[src/rtl/mux_arb_n.sv]
// N-channel valid/ready selector with a single registered output stage.
// Channels are picked either by an explicit index or by round-robin arbitration.
module mux_arb_n #(
    parameter int unsigned WIDTH = 32,
    parameter int unsigned N     = 4,
    parameter int unsigned SELW  = 2
) (
    input  logic                 clk,
    input  logic                 rst,
    input  logic                 mode,
    input  logic [SELW-1:0]      ctrl,
    input  logic [N*WIDTH-1:0]   in_data,
    input  logic [N-1:0]         in_valid,
    output logic [N-1:0]         in_ready,
    output logic [WIDTH-1:0]     out_data,
    output logic [SELW-1:0]      out_src,
    output logic                 out_valid,
    input  logic                 out_ready
);

    localparam int NI = int'(N);

    if (N < 2 || N > 16) begin : g_bad_n
        $error("mux_arb_n: N must be in 2..16");
    end
    if (SELW != $clog2(N)) begin : g_bad_selw
        $error("mux_arb_n: SELW must equal clog2(N)");
    end

    logic            load_en;
    logic [SELW-1:0] rr_ptr;

    logic            sel_vld;
    logic            rr_vld;
    logic [SELW-1:0] rr_idx;
    int              rr_best;
    int              rr_dist;

    logic            grant_vld;
    logic [SELW-1:0] grant_idx;
    logic [WIDTH-1:0] grant_data;

    assign load_en = !out_valid || out_ready;

    // Explicit select; an index at or beyond N never matches a channel.
    always_comb begin
        sel_vld = 1'b0;
        for (int i = 0; i < NI; i++) begin
            if (int'(ctrl) == i && in_valid[i]) begin
                sel_vld = 1'b1;
            end
        end
    end

    // Round-robin: the valid channel closest after rr_ptr (modulo N) wins.
    always_comb begin
        rr_vld  = 1'b0;
        rr_idx  = '0;
        rr_best = NI;
        rr_dist = 0;
        for (int i = 0; i < NI; i++) begin
            rr_dist = i - int'(rr_ptr) - 1;
            if (rr_dist < 0) begin
                rr_dist = rr_dist + NI;
            end
            if (in_valid[i] && rr_dist < rr_best) begin
                rr_best = rr_dist;
                rr_vld  = 1'b1;
                rr_idx  = SELW'(i);
            end
        end
    end

    always_comb begin
        if (mode) begin
            grant_vld = rr_vld;
            grant_idx = rr_idx;
        end else begin
            grant_vld = sel_vld;
            grant_idx = ctrl;
        end
    end

    always_comb begin
        in_ready   = '0;
        grant_data = '0;
        for (int i = 0; i < NI; i++) begin
            if (int'(grant_idx) == i) begin
                grant_data  = in_data[i*WIDTH +: WIDTH];
                in_ready[i] = load_en && grant_vld;
            end
        end
    end

    always_ff @(posedge clk or posedge rst) begin
        if (rst) begin
            out_valid <= 1'b0;
            out_data  <= '0;
            out_src   <= '0;
            rr_ptr    <= SELW'(N - 1);
        end else if (load_en) begin
            if (grant_vld) begin
                out_valid <= 1'b1;
                out_data  <= grant_data;
                out_src   <= grant_idx;
                // Tracked in both modes so round-robin resumes after explicit picks.
                rr_ptr    <= grant_idx;
            end else begin
                out_valid <= 1'b0;
            end
        end
    end

endmodule

[config.mk]
export PLATFORM = sky130hd
export DESIGN_NAME = mux_arb_n
export DESIGN_NICKNAME = d
export VERILOG_FILES = /design/src/rtl/mux_arb_n.sv
export SDC_FILE = /design/constraint.sdc
export NUM_CORES = 1
export LEC_CHECK = 0
export ABC_AREA = 1
export BUFFER_PORTS_ARGS = -buffer_cell sky130_fd_sc_hd__buf_2
export CAP_MARGIN = 20
export CELL_PAD_IN_SITES_DETAIL_PLACEMENT = 0
export CELL_PAD_IN_SITES_GLOBAL_PLACEMENT = 1
export CORE_MARGIN = 1.5
export CORE_UTILIZATION = 26
export DETAILED_ROUTE_END_ITERATION = 7
export PLACE_DENSITY_LB_ADDON = 0.05
export SLEW_MARGIN = 0
export SYNTH_ARGS = -nofsm -noshare
export SYNTH_HDL_FRONTEND = slang
export SYNTH_SLANG_ARGS = --single-unit
[constraint.sdc]
create_clock -name clk -period 4.2 [get_ports clk]
set_input_delay 0.84 -clock clk [delete_from_list [all_inputs] [get_ports clk]]
set_output_delay 0.84 -clock clk [all_outputs]
set_load 0.02 [all_outputs]
==> flow_summary.yaml, run 1 <==
drt:
  vias_per_cell: 4.33
  wl_um: 10600
  drcViolationCount: 0
  dr.pass1.iters: 4
  vias: 3445
  wire_per_inst_um: 13.3
  antenna_left: 0
  drtIter0Drc: 111
die:
  die_h_um: 109
  core_um2: 10900
  die_w_um: 109
  start_util: 0.268
  io_pins: 177
  die_area_um2: 11800
  placement_rows: 38
synthesis:
  syn_area_per_cell_um2: 6.50
  synth_seq_cells: 37
  syn_inst: 448
  syn_area_um2: 2910
  synth.top_cell.area_share: 0.301
  yosysWarnings: 0
  synth_cell_types: 33
  synth_area_leader_cell: "dfrtp_1"
  ys_seq_area_frac: 0.319
  synthTopCellsByArea: "dfrtp_1 (30%), nand2_1 (24%), nand3_1 (8.1%)"
cts:
  clock_latency_ns: 0.29
  root_buffer: "clkbuf_8"
  tritoncts: "done"
  clock_sinks: 37
  numCtsBuffers: 5
  cts_hold_buf: 0
  clkTransAtPathRegs_ns: 0.08
  clockBufferDepth: 2
  cts-htree-levels: 2
worst_setup_path:
  crit_slowest_cell: "dfstp_2"
  path_max_fanout: 5
  path_buf_inv: 6
  reg2reg_depth: 31
  start_kind: "register"
  worstSetupEndpointType: "output port"
  critPathMostFrequentCell: "nand2_1"
  worst-setup-path-type: "reg -> out"
  crit_path_max_incr_delay_ns: 0.55
  path_delay_family: "simple AND/OR/NAND/NOR gates"
  required_ns: 3.36
  cp.depth: 29
  crit_arrival_ns: 3.49
  rrSetupSlack_ns: 0.25
placed_design:
  gp_congestion: 0.777
  hpwl_um: 7620
  port_buffers: 176
finish:
  syn_to_final_growth_pct: 51.0
  final_util: 0.404
  drive_above_1_share: 0.431
  final_nets: 801
  nFillCells: 1235
  mostFrequentLayoutCell: "nand2_1"
  n_antenna_cell: 0
  layout_common_cells: "nand2_1 (183), buf_2 (172), nand3_1 (47)"
timing:
  slew_viol_final: 0
  period_needed_ns: 4.33
  rsz0062_at_grt: "true"
  slew_headroom: 0.459
  fmax_mhz: 231
  period_share: 1.03
  finalHoldViolCount: 0
  clock_skew_ns: 0.00916
  setup_viol: 4
  holdWs_ns: 0.478
  layout_setup_ws_ns: -0.126
  worst_slew_pin_slew_ns: 0.811
pwr:
  ir_worst_vdd_uv: 369
  powerDensity_nw_per_um2: 840
  p_leak_nw: 2.54
run_status:
  outcome: "finished, violations left"
  violations: "setup timing"
global_routing:
  grt-ovfl-total: 0
  antenna_found_initial: 0
  grt_pass1_vias: 3411
  grtUsageTotal: 0.179
  grt_pass1_wl_um: 16500
  grt_max_degree: 38
job:
  maxCapViolations: 0
min_path:
  min_delay_path_depth: 2
  hp-class: "reg -> reg"
## repair_timing
| item | CTS | global route |
|---|---|---|
| buffers inserted | 15 | 2 |
| endpoints found under the setup margin | 4 | 30 |
| gates resized for setup | 37 | 3 |
| gates cloned | 0 | 1 |
| pin swaps | 21 | 16 |
## cell type report
class | instances | area [um^2] | area share
Clock inverter | 1 | 8.76 | 0.00199
Inverter | 57 | 224 | 0.0509
Timing Repair Buffer | 219 | 1240 | 0.282
Sequential cell | 37 | 928 | 0.211
Tap cell | 140 | 175 | 0.0398
Multi-Input combinational cell | 335 | 1750 | 0.398
Clock buffer | 6 | 72.6 | 0.0165
## worst register-to-register path, delay by kind of cell, from the launching register on
family	cells	cell delay, ns
AO/OA/AOI/OAI	3	0.27
adder cells (fa/ha/maj)	3	0.77
buffers and inverters	6	0.64
flip-flops	1	0.55
AND/OR/NAND/NOR	19	1.70
## final timing paths
path	from	end
worst min-delay path	out_data[10]	out_data[10]
max in group asynchronous	rst	out_data[21]
worst min register to register	out_data[10]	out_data[10]
worst max register to register	rr_ptr[0]	out_data[14]
worst max-delay path	rr_ptr[0]	in_ready[3]
min in group asynchronous	rst	out_data[16]
## metrics by stage
stage / instance area [um^2] / power (mW) / setup slack, ns / TNS (ns) / std cells
5_1_grt: 4400 / 4.08 / -0.325 / -1.24 / 795
6_report: 4400 / 3.70 / -0.126 / -0.471 / 795
3_5_place_dp: 4030 / 3.07 / -0.165 / -0.432 / 772
3_3_place_gp: 4030 / 3.05 / -0.118 / -0.254 / 772
4_1_cts: 4370 / 3.67 / -0.187 / -0.580 / 793
2_1_floorplan: 2950 / 2.35 / -0.0314 / -0.0705 / 449
## cell families after synthesis
| family | after synthesis | synth area share |
|---|---|---|
| AO/OA/AOI/OAI | 66 | 0.128 |
| XOR/XNOR | 1 | 0.00301 |
| adder cells (fa/ha/maj) | 8 | 0.0344 |
| buffers and inverters | 78 | 0.136 |
| flip-flops | 37 | 0.319 |
| other | 1 | 0.00129 |
| AND/OR/NAND/NOR | 257 | 0.378 |
## layer usage
metal,track usage,vias up,share of wire
li1,-,1814,-
met1,0.219,1520,0.44
met2,0.321,103,0.49
met3,0.0389,8,0.061
met4,0.0348,0,0.010
met5,0,-,0
## cell usage after synthesis
library cell	instances
nand3_2	2
nand2_1	185
o21ai_0	19
nand3_1	47
inv_4	1
inv_1	50
or2_2	1
o21ai_2	10
nor2_1	8
clkbuf_1	1
nand2_4	3
nor2_8	1
nand4_1	1
o22ai_1	1
dfstp_2	2
a211oi_1	1
conb_1	1
buf_6	7
buf_2	6
dfrtp_1	35
xnor2_1	1
nor2_2	3
a21boi_0	1
ha_1	8
buf_12	1
nor3_1	1
inv_6	1
clkbuf_2	1
buf_4	5
nand2_2	5
a21oi_1	2
inv_2	5
o21ai_1	32
## registers in the layout, summed over array words and instances, names as in the netlist
register,count
out_valid,1
out_data,32
rr_ptr,2
out_src,2
## power breakdown
| group | internal [mW] | switching, mW | total (mW) | leakage, nW |
|---|---|---|---|---|
| combinational | 1.16 | 1.66 | 2.82 | 2.05 |
| sequential | 0.541 | 0.0914 | 0.632 | 0.452 |
| clock | 0.115 | 0.130 | 0.245 | 0.0412 |
| total | 1.81 | 1.88 | 3.70 | 2.54 |
No activity file was read; power rests on OpenSTA's default activity.
==> run 2: changes to the inputs <==
Settings changed: TNS_END_PERCENT set to 10.
==> run 2 against run 1 <==
Compared with the run above:
- critical endpoint unchanged
- the run still ends with setup timing left
- worst hold slack hardly changed
- critical path type unchanged
- final cell count is 0.63% lower
- wire length is 2.9% lower
- design area is 0.94% lower
==> flow_summary.yaml, run 2 (same netlist as run 1, synthesis figures left out) <==
run_status:
  outcome: "finished, violations left"
  violations: "setup timing"
min_path:
  min_delay_path_depth: 2
  hp-class: "reg -> reg"
  hold_path_startpoint: "out_data[10]"
global_routing:
  grt-ovfl-total: 0
  grtUsageTotal: 0.178
  grt_pass1_wl_um: 16400
  grt_max_degree: 38
  grt_pass1_vias: 3394
  antenna_found_initial: 0
drt:
  wl_um: 10300
  antenna_left: 0
  dr.pass1.iters: 4
  drcViolationCount: 0
  vias_per_cell: 4.32
  wire_per_inst_um: 13.0
  drtIter0Drc: 98
  vias: 3410
die:
  die_area_um2: 11800
  io_pins: 177
  placement_rows: 38
  core_um2: 10900
  die_h_um: 109
  start_util: 0.268
  die_w_um: 109
worst_setup_path:
  rrSetupSlack_ns: 0.34
  crit_start: "rr_ptr[0]"
  worstSetupEndpointType: "output port"
  start_kind: "register"
  reg2reg_depth: 32
  reg2reg_from: "rr_ptr[0]"
  required_ns: 3.36
  critPathMostFrequentCell: "nand2_1"
  worst-setup-path-type: "reg -> out"
  crit_slowest_cell: "dfstp_2"
  crit_path_max_incr_delay_ns: 0.55
  path_max_fanout: 5
  crit_arrival_ns: 3.49
finish:
  final_nets: 796
  finalInstanceArea_um2: 4360
  stdcell_count: 790
  top_register: "out_data"
  mostFrequentLayoutCell: "nand2_1"
  reg_top3: "out_data (32), out_src (2), rr_ptr (2)"
  layout_common_cells: "nand2_1 (183), buf_2 (172), nand3_1 (47)"
  syn_to_final_growth_pct: 49.6
  largest_reg_flops: 32
  drive_above_1_share: 0.426
  n_antenna_cell: 0
  seqCellArea_um2: 928
  nFillCells: 1234
  final_util: 0.400
  multiInputGateArea_um2: 1740
timing:
  slew_viol_final: 0
  holdWs_ns: 0.478
  clock_skew_ns: 0.0103
  slew_headroom: 0.463
  layout_setup_ws_ns: -0.127
  finalHoldViolCount: 0
  worst_slew_pin_slew_ns: 0.804
  period_needed_ns: 4.33
  rsz0062_at_grt: "true"
  setup_viol: 4
  fmax_mhz: 231
  finalSetupTns_ns: -0.452
  period_share: 1.03
placed_design:
  port_buffers: 176
  dpl_cell_area_um2: 4030
  hpwl_um: 7620
  gp_congestion: 0.777
  placed_cells: 772
pwr:
  p_leak_nw: 2.52
  powerDensity_nw_per_um2: 831
  ir_worst_vdd_uv: 369
job:
  maxCapViolations: 0
cts:
  numCtsBuffers: 5
  tritoncts: "done"
  clkTransAtPathRegs_ns: 0.08
  cts-htree-levels: 2
  clockBufferDepth: 2
  root_buffer: "clkbuf_8"
  clock_latency_ns: 0.29
  clock_sinks: 37
  cts_hold_buf: 0
-- run 2: changes by cell type in the layout (fill, tap and decap cells not counted), sizes merged --
cell / delta
nor2: -1
buf: -4
-- run 2: path summary, 6_finish.rpt --
path	end
worst max register to register	out_data[15]
worst min register to register	out_data[10]
worst max-delay path	in_ready[3]
min in group asynchronous	out_data[16]
max in group asynchronous	out_data[21]
worst min-delay path	out_data[10]
-- run 2: power by group --
| part | total [mW] | internal, mW | switching [mW] |
|---|---|---|---|
| Combinational | 2.75 | 1.12 | 1.63 |
| Clock | 0.244 | 0.115 | 0.129 |
| Sequential | 0.633 | 0.541 | 0.0917 |
-- run 2: worst max-delay path, delay by kind of cell, from the launching register on --
family                     cells  cell delay (ns)
AOI/OAI and AO/OA              3             0.27
adders and majority gates      3             0.77
buffers and inverters          6             0.46
DFF                            1             0.55
and+or+nand+nor               17             1.16
-- run 2: layout make-up --
type / count / area share
Inverter: 57 / 0.0514
Sequential cell: 37 / 0.213
Timing Repair Buffer: 215 / 0.278
Tap cell: 140 / 0.0402
Multi-Input combinational cell: 334 / 0.399
Clock inverter: 1 / 0.00201
Clock buffer: 6 / 0.0167
-- run 2: what timing repair did --
item | in CTS | in global routing
setup buffers | 12 | 1
pin swaps | 20 | 14
setup endpoints to repair | 4 | 10
resized for setup | 37 | 3
-- run 2: through the flow --
step / total power, mW / setup slack, ns
4_1_cts: 3.65 / -0.188
2_1_floorplan: 2.35 / -0.0314
3_5_place_dp: 3.07 / -0.165
6_report: 3.62 / -0.127
3_3_place_gp: 3.05 / -0.118
5_1_grt: 4.01 / -0.325
-- run 2: routing by layer --
metal	up-vias	share of wire	GRT usage
li1	1804	-	-
met1	1499	0.44	0.218
met2	99	0.49	0.320
met3	8	0.062	0.0389
met4	0	0.010	0.0348
met5	-	0	0
